**src/rtl/sdspi_master_if.sv**
```systemverilog
// Host/card signal bundle for the SD-card SPI master.
// master modport is the controller view; slave modport is the host+card side.
interface sdspi_master_if;
  logic [2:0] spiOP;
  logic [7:0] spiTXD;
  logic [7:0] spiRXD;
  logic       spiDONE;
  logic       spiBUSY;
  logic       sdCS;
  logic       sdCLK;
  logic       sdDI;
  logic       sdDO;

  modport master (
    input  spiOP, spiTXD, sdDO,
    output spiRXD, spiDONE, spiBUSY, sdCS, sdCLK, sdDI
  );

  modport slave (
    output spiOP, spiTXD, sdDO,
    input  spiRXD, spiDONE, spiBUSY, sdCS, sdCLK, sdDI
  );
endinterface

```
**src/rtl/sdspi_master.sv**
```systemverilog
// SD-card SPI mode-0 byte master: CS/speed ops finish in 2 cycles, TR in 16*DIV+1 cycles.
// No queueing: ops arriving while busy or on the done cycle are dropped.
module sdspi_master #(
  parameter int unsigned SLOW_DIV = 100,
  parameter int unsigned FAST_DIV = 2
) (
  input logic           clk,
  input logic           reset,
  sdspi_master_if.master bus
);

  typedef enum logic [2:0] {IDLE, CMD, LOW, HIGH, DONE} state_t;

  localparam logic [2:0] OP_CSL  = 3'd1;
  localparam logic [2:0] OP_CSH  = 3'd2;
  localparam logic [2:0] OP_FAST = 3'd3;
  localparam logic [2:0] OP_SLOW = 3'd4;
  localparam logic [2:0] OP_TR   = 3'd5;

  localparam logic [7:0] SLOW_DIV8 = SLOW_DIV[7:0];
  localparam logic [7:0] FAST_DIV8 = FAST_DIV[7:0];

  state_t     state_q;
  logic [7:0] div_q;
  logic [7:0] cnt_q;
  logic [7:0] tx_q;
  logic [7:0] rx_q;
  logic [7:0] rxd_q;
  logic [2:0] bit_q;
  logic       fast_q;
  logic       cs_q;
  logic       sclk_q;
  logic       di_q;
  logic       done_q;
  logic       busy_q;

  logic [7:0] div_d;
  logic       op_ok;
  logic       accept;

  assign div_d  = fast_q ? FAST_DIV8 : SLOW_DIV8;
  assign op_ok  = (bus.spiOP >= OP_CSL) && (bus.spiOP <= OP_TR);
  assign accept = !busy_q && !done_q && op_ok;

  always_ff @(posedge clk) begin
    if (reset) begin
      state_q <= IDLE;
      div_q   <= 8'h00;
      cnt_q   <= 8'h00;
      tx_q    <= 8'h00;
      rx_q    <= 8'h00;
      rxd_q   <= 8'h00;
      bit_q   <= 3'd0;
      fast_q  <= 1'b0;
      cs_q    <= 1'b1;
      sclk_q  <= 1'b0;
      di_q    <= 1'b1;
      done_q  <= 1'b0;
      busy_q  <= 1'b0;
    end else begin
      done_q <= 1'b0;
      case (state_q)
        IDLE: begin
          if (accept) begin
            busy_q  <= 1'b1;
            state_q <= CMD;
            case (bus.spiOP)
              OP_CSL:  cs_q   <= 1'b0;
              OP_CSH:  cs_q   <= 1'b1;
              OP_FAST: fast_q <= 1'b1;
              OP_SLOW: fast_q <= 1'b0;
              default: begin
                // TR: divider is frozen here so a later speed op cannot skew this byte
                tx_q    <= bus.spiTXD;
                di_q    <= bus.spiTXD[7];
                div_q   <= div_d;
                cnt_q   <= div_d;
                bit_q   <= 3'd0;
                state_q <= LOW;
              end
            endcase
          end
        end
        CMD: begin
          done_q  <= 1'b1;
          state_q <= DONE;
        end
        LOW: begin
          if (cnt_q == 8'd1) begin
            sclk_q  <= 1'b1;
            rx_q    <= {rx_q[6:0], bus.sdDO};
            cnt_q   <= div_q;
            state_q <= HIGH;
          end else begin
            cnt_q <= cnt_q - 8'd1;
          end
        end
        HIGH: begin
          if (cnt_q == 8'd1) begin
            sclk_q <= 1'b0;
            cnt_q  <= div_q;
            bit_q  <= bit_q + 3'd1;
            if (bit_q == 3'd7) begin
              rxd_q   <= rx_q;
              di_q    <= 1'b1;
              done_q  <= 1'b1;
              state_q <= DONE;
            end else begin
              tx_q    <= {tx_q[6:0], 1'b0};
              di_q    <= tx_q[6];
              state_q <= LOW;
            end
          end else begin
            cnt_q <= cnt_q - 8'd1;
          end
        end
        DONE: begin
          busy_q  <= 1'b0;
          state_q <= IDLE;
        end
        default: state_q <= IDLE;
      endcase
    end
  end

  assign bus.spiRXD  = rxd_q;
  assign bus.spiDONE = done_q;
  assign bus.spiBUSY = busy_q;
  assign bus.sdCS    = cs_q;
  assign bus.sdCLK   = sclk_q;
  assign bus.sdDI    = di_q;

endmodule

```
**src/flat_wrapper.sv**
```systemverilog
// flat-port wrapper written by rule: the top's interface ports become plain ports
module sdspi_master_flat 
#(
  parameter int unsigned SLOW_DIV = 100,
  parameter int unsigned FAST_DIV = 2
)
  (clk, reset, bus_spiOP, bus_spiTXD, bus_sdDO, bus_spiRXD, bus_spiDONE, bus_spiBUSY, bus_sdCS, bus_sdCLK, bus_sdDI);
  sdspi_master_if bus_i ();
  input logic clk;
  input logic reset;
  input wire logic [$bits(bus_i.spiOP)-1:0] bus_spiOP;
  input wire logic [$bits(bus_i.spiTXD)-1:0] bus_spiTXD;
  input wire logic [$bits(bus_i.sdDO)-1:0] bus_sdDO;
  output wire logic [$bits(bus_i.spiRXD)-1:0] bus_spiRXD;
  output wire logic [$bits(bus_i.spiDONE)-1:0] bus_spiDONE;
  output wire logic [$bits(bus_i.spiBUSY)-1:0] bus_spiBUSY;
  output wire logic [$bits(bus_i.sdCS)-1:0] bus_sdCS;
  output wire logic [$bits(bus_i.sdCLK)-1:0] bus_sdCLK;
  output wire logic [$bits(bus_i.sdDI)-1:0] bus_sdDI;
  assign bus_i.spiOP = bus_spiOP;
  assign bus_i.spiTXD = bus_spiTXD;
  assign bus_i.sdDO = bus_sdDO;
  assign bus_spiRXD = bus_i.spiRXD;
  assign bus_spiDONE = bus_i.spiDONE;
  assign bus_spiBUSY = bus_i.spiBUSY;
  assign bus_sdCS = bus_i.sdCS;
  assign bus_sdCLK = bus_i.sdCLK;
  assign bus_sdDI = bus_i.sdDI;
  sdspi_master #(.SLOW_DIV(SLOW_DIV), .FAST_DIV(FAST_DIV)) u_core (.clk(clk), .reset(reset), .bus(bus_i));
endmodule
```
**config.mk**
```make
export PLATFORM = sky130hd
export DESIGN_NAME = sdspi_master_flat
export DESIGN_NICKNAME = d
export VERILOG_FILES = /design/src/rtl/sdspi_master_if.sv /design/src/rtl/sdspi_master.sv /design/src/flat_wrapper.sv
export SDC_FILE = /design/constraint.sdc
export NUM_CORES = 1
export LEC_CHECK = 0
export CAP_MARGIN = 20
export CORE_MARGIN = 2
export CORE_UTILIZATION = 45
export DETAILED_ROUTE_END_ITERATION = 8
export PLACE_DENSITY = 0.69
export SKIP_LAST_GASP = 1
export SYNTH_ARGS = -nofsm -noshare
export SYNTH_HDL_FRONTEND = slang
export SYNTH_SLANG_ARGS = --single-unit
```
**constraint.sdc**
```tcl
create_clock -name clk -period 2.18 [get_ports clk]
set_input_delay 0.218 -clock clk [delete_from_list [all_inputs] [get_ports clk]]
set_output_delay 0.218 -clock clk [all_outputs]
set_load 0.02 [all_outputs]
```
==> results by group <==
Die
  • Initial Util: 46.2%
  • Chip Width: 73.4 microns
  • # rows: 25
  • Die Height: 73.4 microns
  • Core ar.: 0.00469 sq mm
  • Die ar.: 0.00539 sq mm
  • I/O pins: 27

STA
  • Max-slew headroom: 52.6%
  • Pins Over Slew Limit: 0
  • Endpoints failing hold: 0
  • RSZ-0062 raised after global routing: false
  • Fmax: 497 MHz
  • Worst Skew: 0.00580 ns
  • Total negative setup slack: 0 ns
  • Final period utilization: 92.2%
  • Final Critical Period: 2.01 ns
  • Tightest Pin Transition: 0.711 ns
  • Finish-stage setup viols: 0

Pwr
  • Power Total: 2.29 mW
  • Leakage power: 1.14 nW
  • Max VDD drop: 0.000508 V
  • PD cells: 853 mW/mm^2

Place
  • Area of placed instances: 0.00254 sq mm
  • Routability congestion estimate from global placement: 0.798
  • Dpl hpwl: 3.21 mm
  • I/O Buffers: 26
  • Placed Cells: 324

Logic synthesis
  • Synthesized net count: 262
  • Seq/Total Area, Yosys: 41.5%
  • Simple-Gate Fraction of Synth Area: 24.5%
  • Syn Inst Count: 244
  • Dominant combinational cell family by area after synthesis: simple AND/OR/NAND/NOR gates
  • Yosys top cell by area: dfxtp_1
  • Avg Cell Area, Syn: 8.89 sq um
  • Fraction of registers with async set/reset: 0%
  • Post-synthesis xor/xnor area fraction: 0%
  • Number of flops mapped to enable cells by yosys: 0
  • Most used flip-flop cell after synthesis: dfxtp_1
  • Top-count cell post-synth: dfxtp_1
  • Adder-Cell Fraction of Synth Area: 2.31%
  • Synth Area in Compound Gates: 16.3%
  • Mux contribution to synthesized area: 11.9%
  • Yosys reg bits: 45
  • Synth top area cells: dfxtp_1 42%, mux2i_1 8.8%, a21oi_1 5.1%
  • Post-synth top area share: 41.5%
  • Area of the mapped netlist: 0.00217 sq mm
  • Number of distinct library cells after synthesis: 45
  • YS warnings: 0
  • Commonest cells in the synthesized netlist: 45 x dfxtp_1, 29 x nor2_1, 22 x a21oi_1, 22 x nand2_1, 19 x mux2i_1

Finish
  • Layout area overhead: 23.5%
  • Nets: 295
  • Layout cell share with drive strength beyond 1: 11.5%
  • Number of diodes: 0
  • Fin cells: 332
  • Area taken by multi-input logic gates: 0.00120 sq mm
  • Post-route cell area: 0.00268 sq mm
  • Reg area: 901 sq um
  • Filler cells: 435

Worst setup path
  • Worst path required time: 2.34 ns
  • Crit-path max cell delay: 0.62 ns
  • Critical Path Start Type: register
  • R2r setup slk: 0.17 ns
  • R2R cell count: 4
  • R2R Path Start: u_core.cnt_q[3]
  • WS Path Type: register to register
  • Slowest CP cell: or4_4
  • Arr. time, crit path: 2.17 ns
  • Crit path max fanout: 9
  • Cell with the most instances on the worst path: or4_4
  • R2r endpoint: u_core.rx_q[3]
  • Crit end category: register
  • CP Cell Sequence: or4_4 -> or4_4 -> mux2i_1 -> nor2_1

GRT
  • First-pass GRT wire length: 7.89 mm
  • Total gr overflow: 0
  • Pin count of the biggest net entering global routing: 43
  • Vias in the first global route: 1719
  • Initial antenna violation count: 0
  • Total track usage: 18.6%

Run status
  • Status: finished clean

Min path
  • Hold depth: 2
  • Worst hold endpoint: u_core.bus.spiRXD[1]
  • Hold Path Class: input port to register
  • Min-delay src: reset

Clock tree
  • CTS HTree Levels: 2
  • Clock Path Buffers: 2
  • Root Driver: clkbuf_8
  • CTS clk-pin slew, worst paths: 0.08 ns
  • Postcts setup bufs: 0
  • Clock sink total: 45
  • Total CTS buffers: 5
  • Clock latency on the worst-skew pair: 0.30 ns
  • Resized cells post-CTS: 0
  • CTS tree: yes
  • Hold_buf cts: 0

Detailed routing
  • Wire per inst: 13.6 microns
  • WL final: 4.52 mm
  • DRC violations left: 0
  • Vias/cell: 5.55
  • Post-detailed-route count of antenna-violating nets: 0
  • Starting DRT DRC Count: 62
  • Vias: 1842
  • Drt first pass iters: 4

Job
  • Reported max-cap violation count: 0
-- per-stage QoR --
stage	setup slack, ns	utilization [%]	hold slack [ns]
floorplan	0.270	-	0.362
finish	0.169	57.1	0.456
global route	0.0981	57.1	0.493
detailed placement	0.0430	54.1	0.451
global placement	0.127	54.1	0.448
CTS	0.164	57.0	0.441
-- cell families (layout without fill, tap and decap cells) --
kind of cell	Yosys count	count (layout)
multiplexers	25	25
buffers and inverters	18	52
flip-flops	45	45
AND/OR/NAND/NOR	99	99
AO/OA/AOI/OAI	53	53
adder cells (fa/ha/maj)	4	4
-- state kept, by name, summed over array words and instances (netlist names), 2 cells and up --
signal,flops
u_core.bus.spiRXD,8
u_core.cnt_q,8
u_core.rx_q,8
u_core.tx_q,7
u_core.bit_q,3
u_core.state_q,3
u_core.div_q,2
-- per-layer routing --
| layer | vias up | GRT usage (%) | wire [microns] |
|---|---|---|---|
| li1 | 951 | - | - |
| met1 | 858 | 25.1 | 2220 |
| met2 | 26 | 29.7 | 2090 |
| met3 | 7 | 4.12 | 140 |
| met4 | 0 | 6.06 | 67 |
| met5 | - | 0 | 0 |
-- power breakdown --
group	leakage, nW	switching (mW)	internal (mW)
Clock	0.0687	0.289	0.461
Combinational	0.702	0.306	0.270
Sequential	0.365	0.0783	0.881
Total	1.14	0.674	1.61
-- worst max-delay path: cells and delay by family (launching register included) --
kind          cells  cell delay [ns]
mux               1             0.20
simple gates      3             1.28
flops             1             0.40
-- worst max path at each step --
stage	start	end	slack, ns	depth (start not counted)
finish	u_core.cnt_q[3]	u_core.rx_q[3]	0.17	4
global route	u_core.cnt_q[3]	u_core.rx_q[2]	0.1	4
CTS	u_core.cnt_q[3]	u_core.rx_q[3]	0.16	4
detailed placement	bus_spiOP[0]	u_core.tx_q[3]	0.04	5
global placement	bus_spiOP[2]	u_core.fast_q	0.13	5
floorplan	u_core.bus.spiBUSY	u_core.tx_q[1]	0.27	5
-- layout by cell type (no fill, tap or decap), types with 5 or more instances in the layout --
master | Yosys | layout
clkbuf_8 | 0 | 5
nor2_1 | 29 | 29
buf_4 | 0 | 14
clkdlybuf4s50_1 | 0 | 25
nand2b_1 | 6 | 6
nand3_1 | 7 | 7
nor3_1 | 8 | 8
dfxtp_1 | 45 | 45
nor2b_1 | 8 | 8
mux2i_1 | 19 | 19
mux2_1 | 6 | 6
nand2_1 | 22 | 22
a21oi_1 | 22 | 22
-- cell type report --
class / count / area share (%)
repair buffers: 40 / 13.4
clock buffers: 5 / 2.57
clock inverters: 3 / 2.57
flip-flops and latches: 45 / 33.6
multi-input cells: 181 / 44.7
well taps: 54 / 2.52
inverters: 4 / 0.560
No activity file was read; power rests on OpenSTA's default activity.
